## src/rtl/control_sequencer.sv

```systemverilog
// ============================================================================
// Module      : control_sequencer
// Description : Hardwired fetch/execute control FSM for the 32-bit datapath.
//               Drives GPR enables, bus selects, ALU strobes and memory
//               handshake, decoding the opcode returned on IRVal.
// Revision    : 1.0 - initial release
// ============================================================================
`default_nettype none

module control_sequencer #(
    parameter int BITS      = 32,
    parameter int REGISTERS = 16,
    parameter int SIG_COUNT = 13
) (
    input  logic                 clk,
    input  logic                 reset,
    input  logic [BITS-1:0]      IRVal,
    input  logic                 mem_ready,
    output logic [REGISTERS-1:0] GPRin,
    output logic [REGISTERS-1:0] GPRout,
    output logic                 PCin,
    output logic                 IRin,
    output logic                 RYin,
    output logic                 RZin,
    output logic                 MARin,
    output logic                 HILOin,
    output logic                 MDRin,
    output logic                 OUTPUTin,
    output logic                 PCout,
    output logic                 RZout,
    output logic                 MDRout,
    output logic                 HILOout,
    output logic                 INPUTout,
    output logic                 BAout,
    output logic                 Cout,
    output logic                 Read,
    output logic                 mem_write,
    output logic [SIG_COUNT-1:0] alu_ctrl,
    output logic                 halted
);

    localparam logic [3:0] c_T0   = 4'd0;
    localparam logic [3:0] c_T1   = 4'd1;
    localparam logic [3:0] c_T2   = 4'd2;
    localparam logic [3:0] c_T3   = 4'd3;
    localparam logic [3:0] c_T4   = 4'd4;
    localparam logic [3:0] c_T5   = 4'd5;
    localparam logic [3:0] c_T6   = 4'd6;
    localparam logic [3:0] c_T7   = 4'd7;
    localparam logic [3:0] c_HALT = 4'd8;

    // alu_ctrl bit positions, MSB..LSB = IncPC,NOT,NEGATE,OR,AND,ROL,ROR,SHL,SHR,DIV,MUL,SUB,ADD
    localparam int c_ADD = 0;
    localparam int c_SUB = 1;
    localparam int c_MUL = 2;
    localparam int c_DIV = 3;
    localparam int c_SHR = 4;
    localparam int c_SHL = 5;
    localparam int c_ROR = 6;
    localparam int c_ROL = 7;
    localparam int c_AND = 8;
    localparam int c_OR  = 9;
    localparam int c_NEG = 10;
    localparam int c_NOT = 11;
    localparam int c_INC = 12;

    localparam logic [SIG_COUNT-1:0] c_ONE_ALU = SIG_COUNT'(1);
    localparam logic [REGISTERS-1:0] c_ONE_REG = REGISTERS'(1);

    logic [3:0]           r_state;
    logic [3:0]           w_next;
    logic [4:0]           r_op;
    logic [4:0]           w_ir_op;
    logic                 w_ir_defined;
    logic                 w_is_rrr, w_is_imm, w_is_md, w_is_un;
    logic                 w_is_ld, w_is_ldi, w_is_st, w_is_mem, w_is_in, w_is_out;
    logic [SIG_COUNT-1:0] w_alu_op;
    logic [1:0]           w_gsel;
    logic                 w_rin, w_rout, w_ba;
    logic [REGISTERS-1:0] w_dec;
    logic                 w_unused_ir;

    assign w_ir_op      = IRVal[31:27];
    assign w_ir_defined = (w_ir_op <= 5'd17) || (w_ir_op == 5'd22) || (w_ir_op == 5'd23);
    assign w_unused_ir  = ^IRVal[14:0];

    assign w_is_ld  = (r_op == 5'd0);
    assign w_is_ldi = (r_op == 5'd1);
    assign w_is_st  = (r_op == 5'd2);
    assign w_is_mem = (r_op <= 5'd2);
    assign w_is_rrr = (r_op >= 5'd3)  && (r_op <= 5'd10);
    assign w_is_imm = (r_op >= 5'd11) && (r_op <= 5'd13);
    assign w_is_md  = (r_op == 5'd14) || (r_op == 5'd15);
    assign w_is_un  = (r_op == 5'd16) || (r_op == 5'd17);
    assign w_is_in  = (r_op == 5'd22);
    assign w_is_out = (r_op == 5'd23);

    always_comb begin
        w_alu_op = '0;
        case (r_op)
            5'd0, 5'd1, 5'd2, 5'd3, 5'd11: w_alu_op = c_ONE_ALU << c_ADD;
            5'd4:         w_alu_op = c_ONE_ALU << c_SUB;
            5'd5, 5'd12:  w_alu_op = c_ONE_ALU << c_AND;
            5'd6, 5'd13:  w_alu_op = c_ONE_ALU << c_OR;
            5'd7:         w_alu_op = c_ONE_ALU << c_ROR;
            5'd8:         w_alu_op = c_ONE_ALU << c_ROL;
            5'd9:         w_alu_op = c_ONE_ALU << c_SHR;
            5'd10:        w_alu_op = c_ONE_ALU << c_SHL;
            5'd14:        w_alu_op = c_ONE_ALU << c_MUL;
            5'd15:        w_alu_op = c_ONE_ALU << c_DIV;
            5'd16:        w_alu_op = c_ONE_ALU << c_NEG;
            5'd17:        w_alu_op = c_ONE_ALU << c_NOT;
            default:      w_alu_op = '0;
        endcase
    end

    // Gra/Grb/Grc: register fields come from the IR held stable by the datapath
    always_comb begin
        case (w_gsel)
            2'd0:    w_dec = c_ONE_REG << IRVal[26:23];
            2'd1:    w_dec = c_ONE_REG << IRVal[22:19];
            2'd2:    w_dec = c_ONE_REG << IRVal[18:15];
            default: w_dec = '0;
        endcase
    end

    always_ff @(posedge clk) begin
        if (reset) begin
            r_state <= c_T0;
            r_op    <= 5'd0;
        end else begin
            r_state <= w_next;
            if (r_state == c_T2) begin
                r_op <= w_ir_op;
            end
        end
    end

    always_comb begin
        w_next    = r_state;
        w_gsel    = 2'd0;
        w_rin     = 1'b0;
        w_rout    = 1'b0;
        w_ba      = 1'b0;
        PCin      = 1'b0;
        IRin      = 1'b0;
        RYin      = 1'b0;
        RZin      = 1'b0;
        MARin     = 1'b0;
        HILOin    = 1'b0;
        MDRin     = 1'b0;
        OUTPUTin  = 1'b0;
        PCout     = 1'b0;
        RZout     = 1'b0;
        MDRout    = 1'b0;
        HILOout   = 1'b0;
        INPUTout  = 1'b0;
        Cout      = 1'b0;
        Read      = 1'b0;
        mem_write = 1'b0;
        alu_ctrl  = '0;
        halted    = 1'b0;
        // reset forces every strobe low so a mid-instruction abort writes nothing back
        if (!reset) begin
            case (r_state)
                c_T0: begin
                    PCout    = 1'b1;
                    MARin    = 1'b1;
                    alu_ctrl = c_ONE_ALU << c_INC;
                    RZin     = 1'b1;
                    w_next   = c_T1;
                end
                c_T1: begin
                    RZout = 1'b1;
                    PCin  = 1'b1;
                    Read  = 1'b1;
                    MDRin = 1'b1;
                    if (mem_ready) w_next = c_T2;
                end
                c_T2: begin
                    MDRout = 1'b1;
                    IRin   = 1'b1;
                    if (w_ir_op == 5'd27)  w_next = c_HALT;
                    else if (w_ir_defined) w_next = c_T3;
                    else                   w_next = c_T0;
                end
                c_T3: begin
                    w_next = c_T4;
                    if (w_is_in) begin
                        INPUTout = 1'b1;
                        w_rin    = 1'b1;
                        w_next   = c_T0;
                    end else if (w_is_out) begin
                        w_rout   = 1'b1;
                        OUTPUTin = 1'b1;
                        w_next   = c_T0;
                    end else if (w_is_rrr || w_is_imm) begin
                        w_gsel = 2'd1;
                        w_rout = 1'b1;
                        RYin   = 1'b1;
                    end else if (w_is_md) begin
                        w_rout = 1'b1;
                        RYin   = 1'b1;
                    end else if (w_is_un) begin
                        w_gsel   = 2'd1;
                        w_rout   = 1'b1;
                        alu_ctrl = w_alu_op;
                        RZin     = 1'b1;
                    end else if (w_is_mem) begin
                        w_gsel = 2'd1;
                        w_ba   = 1'b1;
                        RYin   = 1'b1;
                    end else begin
                        w_next = c_T0;
                    end
                end
                c_T4: begin
                    w_next = c_T5;
                    if (w_is_rrr) begin
                        w_gsel   = 2'd2;
                        w_rout   = 1'b1;
                        alu_ctrl = w_alu_op;
                        RZin     = 1'b1;
                    end else if (w_is_imm || w_is_mem) begin
                        Cout     = 1'b1;
                        alu_ctrl = w_alu_op;
                        RZin     = 1'b1;
                    end else if (w_is_md) begin
                        w_gsel   = 2'd1;
                        w_rout   = 1'b1;
                        alu_ctrl = w_alu_op;
                        RZin     = 1'b1;
                    end else if (w_is_un) begin
                        RZout  = 1'b1;
                        w_rin  = 1'b1;
                        w_next = c_T0;
                    end else begin
                        w_next = c_T0;
                    end
                end
                c_T5: begin
                    w_next = c_T0;
                    if (w_is_rrr || w_is_imm || w_is_ldi) begin
                        RZout = 1'b1;
                        w_rin = 1'b1;
                    end else if (w_is_md) begin
                        RZout  = 1'b1;
                        HILOin = 1'b1;
                    end else if (w_is_ld || w_is_st) begin
                        RZout  = 1'b1;
                        MARin  = 1'b1;
                        w_next = c_T6;
                    end
                end
                c_T6: begin
                    w_next = c_T0;
                    if (w_is_ld) begin
                        Read   = 1'b1;
                        MDRin  = 1'b1;
                        w_next = mem_ready ? c_T7 : c_T6;
                    end else if (w_is_st) begin
                        w_rout = 1'b1;
                        MDRin  = 1'b1;
                        w_next = c_T7;
                    end
                end
                c_T7: begin
                    w_next = c_T0;
                    if (w_is_ld) begin
                        MDRout = 1'b1;
                        w_rin  = 1'b1;
                    end else if (w_is_st) begin
                        mem_write = 1'b1;
                        w_next    = mem_ready ? c_T0 : c_T7;
                    end
                end
                c_HALT: begin
                    halted = 1'b1;
                    w_next = c_HALT;
                end
                default: w_next = c_T0;
            endcase
        end
        BAout  = w_ba;
        GPRin  = w_rin ? w_dec : '0;
        GPRout = (w_rout || w_ba) ? w_dec : '0;
    end

endmodule

`default_nettype wire

```

## config.mk

```make
export PLATFORM = sky130hd
export DESIGN_NAME = control_sequencer
export DESIGN_NICKNAME = d
export VERILOG_FILES = /design/src/rtl/control_sequencer.sv
export SDC_FILE = /design/constraint.sdc
export NUM_CORES = 1
export LEC_CHECK = 0
export ABC_CLOCK_PERIOD_IN_PS = 4400
export BUFFER_PORTS_ARGS = -buffer_cell sky130_fd_sc_hd__buf_2
export CORE_MARGIN = 2
export CORE_UTILIZATION = 46
export CTS_CLUSTER_SIZE = 8
export DETAILED_ROUTE_END_ITERATION = 10
export PLACE_DENSITY = 0.88
export SLEW_MARGIN = 40
export SYNTH_ARGS = -nofsm -noshare
export SYNTH_HDL_FRONTEND = slang
export SYNTH_SLANG_ARGS = --single-unit
```

## constraint.sdc

```tcl
create_clock -name clk -period 4.4 [get_ports clk]
set_input_delay 0.22 -clock clk [delete_from_list [all_inputs] [get_ports clk]]
set_output_delay 0.22 -clock clk [all_outputs]
set_load 0.01 [all_outputs]
```

Word level (Yosys, flattened, before mapping)

Memory sizes are Yosys's and may differ from the RTL's. A register that Yosys moved wholly into a read port is not among the register bits.
Index checks and enable logic that the tools add are counted.

Equality and inequality tests: 22
Multiplexer cells: 128
Shift-type cells: 3
Order comparisons: 6
Reductions and logical operators: 14

Operators by type and width:

| cell                                                               | count |
|---|---|
| two-way mux 13 bit                                                 | 9 |
| two-way mux 1 bit                                                  | 81 |
| two-way mux 3 bit                                                  | 17 |
| case mux 16 bit (3 select lines)                                   | 1 |
| << shifter 1 x 4 -> 16 bit (first input constant)                  | 3 |
| case mux 13 bit (3 select lines)                                   | 1 |
| case mux 4 bit (9 select lines)                                    | 1 |
| == test 5 bit (second input constant)                              | 7 |
| two-way mux 16 bit                                                 | 2 |
| == test 4 x 3 -> 1 bit (second input constant)                     | 4 |
| == test 5 x 4 -> 1 bit (second input constant)                     | 2 |
| <= comparator 5 x 4 -> 1 bit (second input constant)               | 2 |
| two-way mux 5 bit                                                  | 2 |
| logical OR 1 bit                                                   | 9 |
| case mux 1 bit (3 select lines)                                    | 3 |
| == test 4 x 2 -> 1 bit (second input constant)                     | 2 |
| two-way mux 4 bit                                                  | 2 |
| case mux 1 bit (2 select lines)                                    | 4 |
| two-way mux 2 bit                                                  | 3 |
| == test 5 x 1 -> 1 bit (second input constant)                     | 1 |
| == test 5 x 2 -> 1 bit (second input constant)                     | 1 |
| greater-or-equal comparator 5 x 2 -> 1 bit (second input constant) | 1 |
| greater-or-equal comparator 5 x 4 -> 1 bit (second input constant) | 1 |
| <= comparator 5 x 2 -> 1 bit (second input constant)               | 1 |
| other kinds (12)                                                   | 13 |

Memories: 1
Register bits: 9
Bits in read-only memories: 384
Bits of input ports: 35

Memories:

| name             | depth | bits a word | rd ports | clocked after Yosys merged registers in | wr ports | RTL line | text |
|---|---|---|---|---|---|---|---|
| (name not given) | 32    | 12          | 1        | 1                                       | 0        | 100      | `case (r_op)` |

Logic depth before layout (Yosys ltp)

Depth in word-level cells: 12
Depth in mapped cells: 13
Mapped depth without buffers: 11

Worst setup path after synthesis

Ideal clock, no wire load.

Path kind: reg-to-output
Start: register r_state[1]
End: output GPRout[1]
Cell stages (with the launch flop): 12
Slack: 0.991 ns
Buffers on the path: 3
Arrival: 3.189 ns
Path through: dfxtp_1 clkbuf_1 or3_1 clkbuf_1 or3_1 o22ai_1 ha_1 buf_2 a21oi_1 inv_1 or2_2 nor3_1

Word-level cells in the longest chain between the ends: 6
Elaborated cells between the ends (all ways): 15

RTL lines:

| what                                                                    | RTL line | text |
|---|---|---|
| start: declaration                                                      | 70       | `logic [3:0] r_state;` |
| start signal: assignment                                                | 129      | `r_state <= c_T0;` |
| start signal: assignment                                                | 132      | `r_state <= w_next;` |
| == test 4 x 3 -> 1 bit / == test 4 x 2 -> 1 bit (equally long branches) | 165      | `case (r_state)` |
| case mux 2 bit (2 select lines)                                         | 165      |  |
| two-way mux 2 bit                                                       | 164      | `if (!reset) begin` |
| == test 2 bit, or another cell as far along                             | 119      | `case (w_gsel)` |
| case mux 16 bit (3 select lines)                                        | 119      |  |
| two-way mux 16 bit *                                                    | 286      | `GPRout = (w_rout \|\| w_ba) ? w_dec : '0;` |
| end: declaration                                                        | 20       | `output logic [REGISTERS-1:0] GPRout,` |

Mark *: on every way between the ends. The rest lies on a longest branch, timed or not.

Worst setup path in the final report

Start: register r_state[3]
End: output GPRout[1]

Same word-level chain as after synthesis.

==> results.sh <==
export IMPL_routed_via_count=2323
export IMPL_area_delta_synth_final_pct=20.9
export IMPL_cts_hold_fix_buffers=0
export IMPL_first_pass_iters=4
export IMPL_start_util=0.484
export IMPL_maxSlewViolCount=0
export IMPL_grt_antenna_before_repair=0
export IMPL_track_usage=0.228
export IMPL_htree_levels=1
export IMPL_finalClockSkew_ns=0.00354
export IMPL_grt_ovfl_total=0
export IMPL_cts_setup_buffers=0
export IMPL_cts_tree="done"
export IMPL_ys_ff_latch=21
export IMPL_ys_seq_area_frac=0.214
export IMPL_insertion_delay_ns=0.26
export IMPL_worst_pin_slew_ns=0.758
export IMPL_cp_required_ns=4.18
export IMPL_synth_area_leaders="dfxtp_1, nor3_1, nor2_1"
export IMPL_clock_tree_root_cell="clkbuf_8"
export IMPL_critPathLaunchType="flop"
export IMPL_end_kind="output port"
export IMPL_slew_headroom=0.494
export IMPL_avgViaCountPerCell=5.88
export IMPL_port_buffers=81
export IMPL_drive_above_1_share=0.299
export IMPL_hold_violations=0
export IMPL_clock_sinks=21
export IMPL_power_density_nw_per_um2=244
export IMPL_wirelength_mm=5.46
export IMPL_syn_nets=321
export IMPL_crit_type="reg2out"
export IMPL_finalSetupViolCount=0
export IMPL_die_width_microns=69.4
export IMPL_drc_errors=0
export IMPL_gp_congestion=0.895
export IMPL_ys_types=58
export IMPL_tns_ns=0
export IMPL_status="completed"
export IMPL_die_y_microns=69.4
export IMPL_yosysWarnings=0
export IMPL_p_leak_uw=0.00101
export IMPL_pre_cts_ws_ns=0.656
export IMPL_multi_input_area_sq_um=1410
export IMPL_die_area_sq_um=4810
export IMPL_irDropWorstVdd_uv=187
export IMPL_synth_edf_count=0
export IMPL_final_cell_mix="buf_2, nor3_1, nor2_1, nand2_1, dfxtp_1"
export IMPL_timing_final_ws_setup_ns=0.343
export IMPL_cts_resized_gates=0
export IMPL_seqCellArea_sq_um=420
export IMPL_num_rows=23
export IMPL_yosys_area_top_type_share=0.214
export IMPL_synth_top_area_cell="dfxtp_1"
export IMPL_arrival_ns=3.84
export IMPL_final_common_cell="buf_2"
export IMPL_fin_crit_ns=4.06
export IMPL_fin_crit_sh=0.922
export IMPL_syn_cell_area_sq_um=1960
export IMPL_synth_ff_type="dfxtp_1"
export IMPL_timing_max_cap_violations=0
export IMPL_netlist_instances=283
export IMPL_clk_path_buf_depth=2
export IMPL_grt_pass1_wl_mm=9.43
export IMPL_fmax_mhz=246
export IMPL_min_path_type="in2reg"
export IMPL_grt_pass1_vias=2072
export IMPL_hpwl_mm=4.07
export IMPL_ys_async_sr_fraction=0
export IMPL_coreArea_sq_um=4060
export IMPL_crit_fanout=15
export IMPL_clk_pin_slew_ns=0.08
export IMPL_nFillCells=384
export IMPL_drt_iter0_drc=229
export IMPL_grt_max_degree=25
export IMPL_fin_nets=384
export IMPL_io_pins=98
export IMPL_post_synth_cell_area_avg_sq_um=6.94
export IMPL_wl_per_cell_microns=13.8
export IMPL_diodes=0
export IMPL_rsz0062_at_grt="false"
export IMPL_ant_nets=0
export IMPL_numCtsBuffers=3
routing by layer:
metal	part of all wire	track usage	routed length, microns	vias to the layer above
met1	0.43	0.298	2360	1056
met3	0.084	0.0320	457	8
met4	0.013	0.0697	70	0
met2	0.47	0.389	2580	117
li1	-	-	-	1142
met5	0	0	0	-
cells by family (layout without fill, tap and decap cells):
kind of cell	count (synthesis)	in the layout	share of synthesized area
adder cells (fa/ha/maj)	3	3	0.0191
AO/OA/AOI/OAI	51	51	0.168
XOR/XNOR	2	2	0.00892
buffers and inverters	31	93	0.0739
other	1	1	0.00191
flip-flops	21	21	0.214
AND/OR/NAND/NOR	170	170	0.494
multiplexers	4	4	0.0204
power by group:
group / total (uW) / internal [uW] / leakage, uW / switching, uW
Sequential: 230 / 203 / 0.000170 / 27.6
Combinational: 221 / 84.6 / 0.000810 / 137
Clock: 128 / 63.2 / 0.0000255 / 64.8
Total: 580 / 350 / 0.00101 / 229
layout make-up:
type | instances | share of cell area
multi-input cells | 231 | 0.592
flip-flops and latches | 21 | 0.177
repair buffers | 82 | 0.174
well taps | 50 | 0.0263
clock buffers | 3 | 0.0174
inverters | 7 | 0.0116
clock inverters | 1 | 0.00211
critical path, stage by stage (launching register included):
cell	delay [ns]
dfxtp_1	0.48
or3_1	0.55
or3_1	0.41
o22ai_1	0.24
ha_1	0.36
nor2_1	0.08
a21oi_1	0.53
inv_1	0.20
or2_2	0.36
nor3_1	0.19
buf_2	0.17
cell usage after synthesis (6+ instances only):
cell,number
o21ai_0,7
and2_1,14
nand2b_1,8
nor4_1,8
nand2_1,25
a21oi_1,18
nor3_1,40
or3_1,9
buf_2,7
nand3_1,10
dfxtp_1,21
clkbuf_1,10
nor2_1,26
inv_1,6
per-stage QoR:
step | total power [uW] | cell area (sq um) | util | hold slack, ns | cells
2_1_floorplan | 400 | 1960 | - | 0.375 | 283
5_1_grt | 618 | 2370 | 0.585 | 0.318 | 395
3_3_place_gp | 445 | 2320 | 0.572 | 0.553 | 391
4_1_cts | 578 | 2370 | 0.585 | 0.278 | 395
6_report | 580 | 2370 | 0.585 | 0.292 | 395
3_5_place_dp | 451 | 2330 | 0.574 | 0.560 | 391
path summary, 6_finish.rpt:
check,start,endpoint,slack [ns],depth (start not counted)
worst max-delay path,r_state[3],GPRout[1],0.34,10
worst min-delay path,IRVal[31],r_op[4],0.29,3
worst max register to register,r_state[1],w_alu_op[9],2.08,5
worst min register to register,r_state[0],r_state[2],0.72,4
sequential cells by signal, indices dropped and copies added, names as in the netlist:
register	count
r_op	5
r_state	4
w_alu_op	12
No activity file was read; power rests on OpenSTA's default activity.
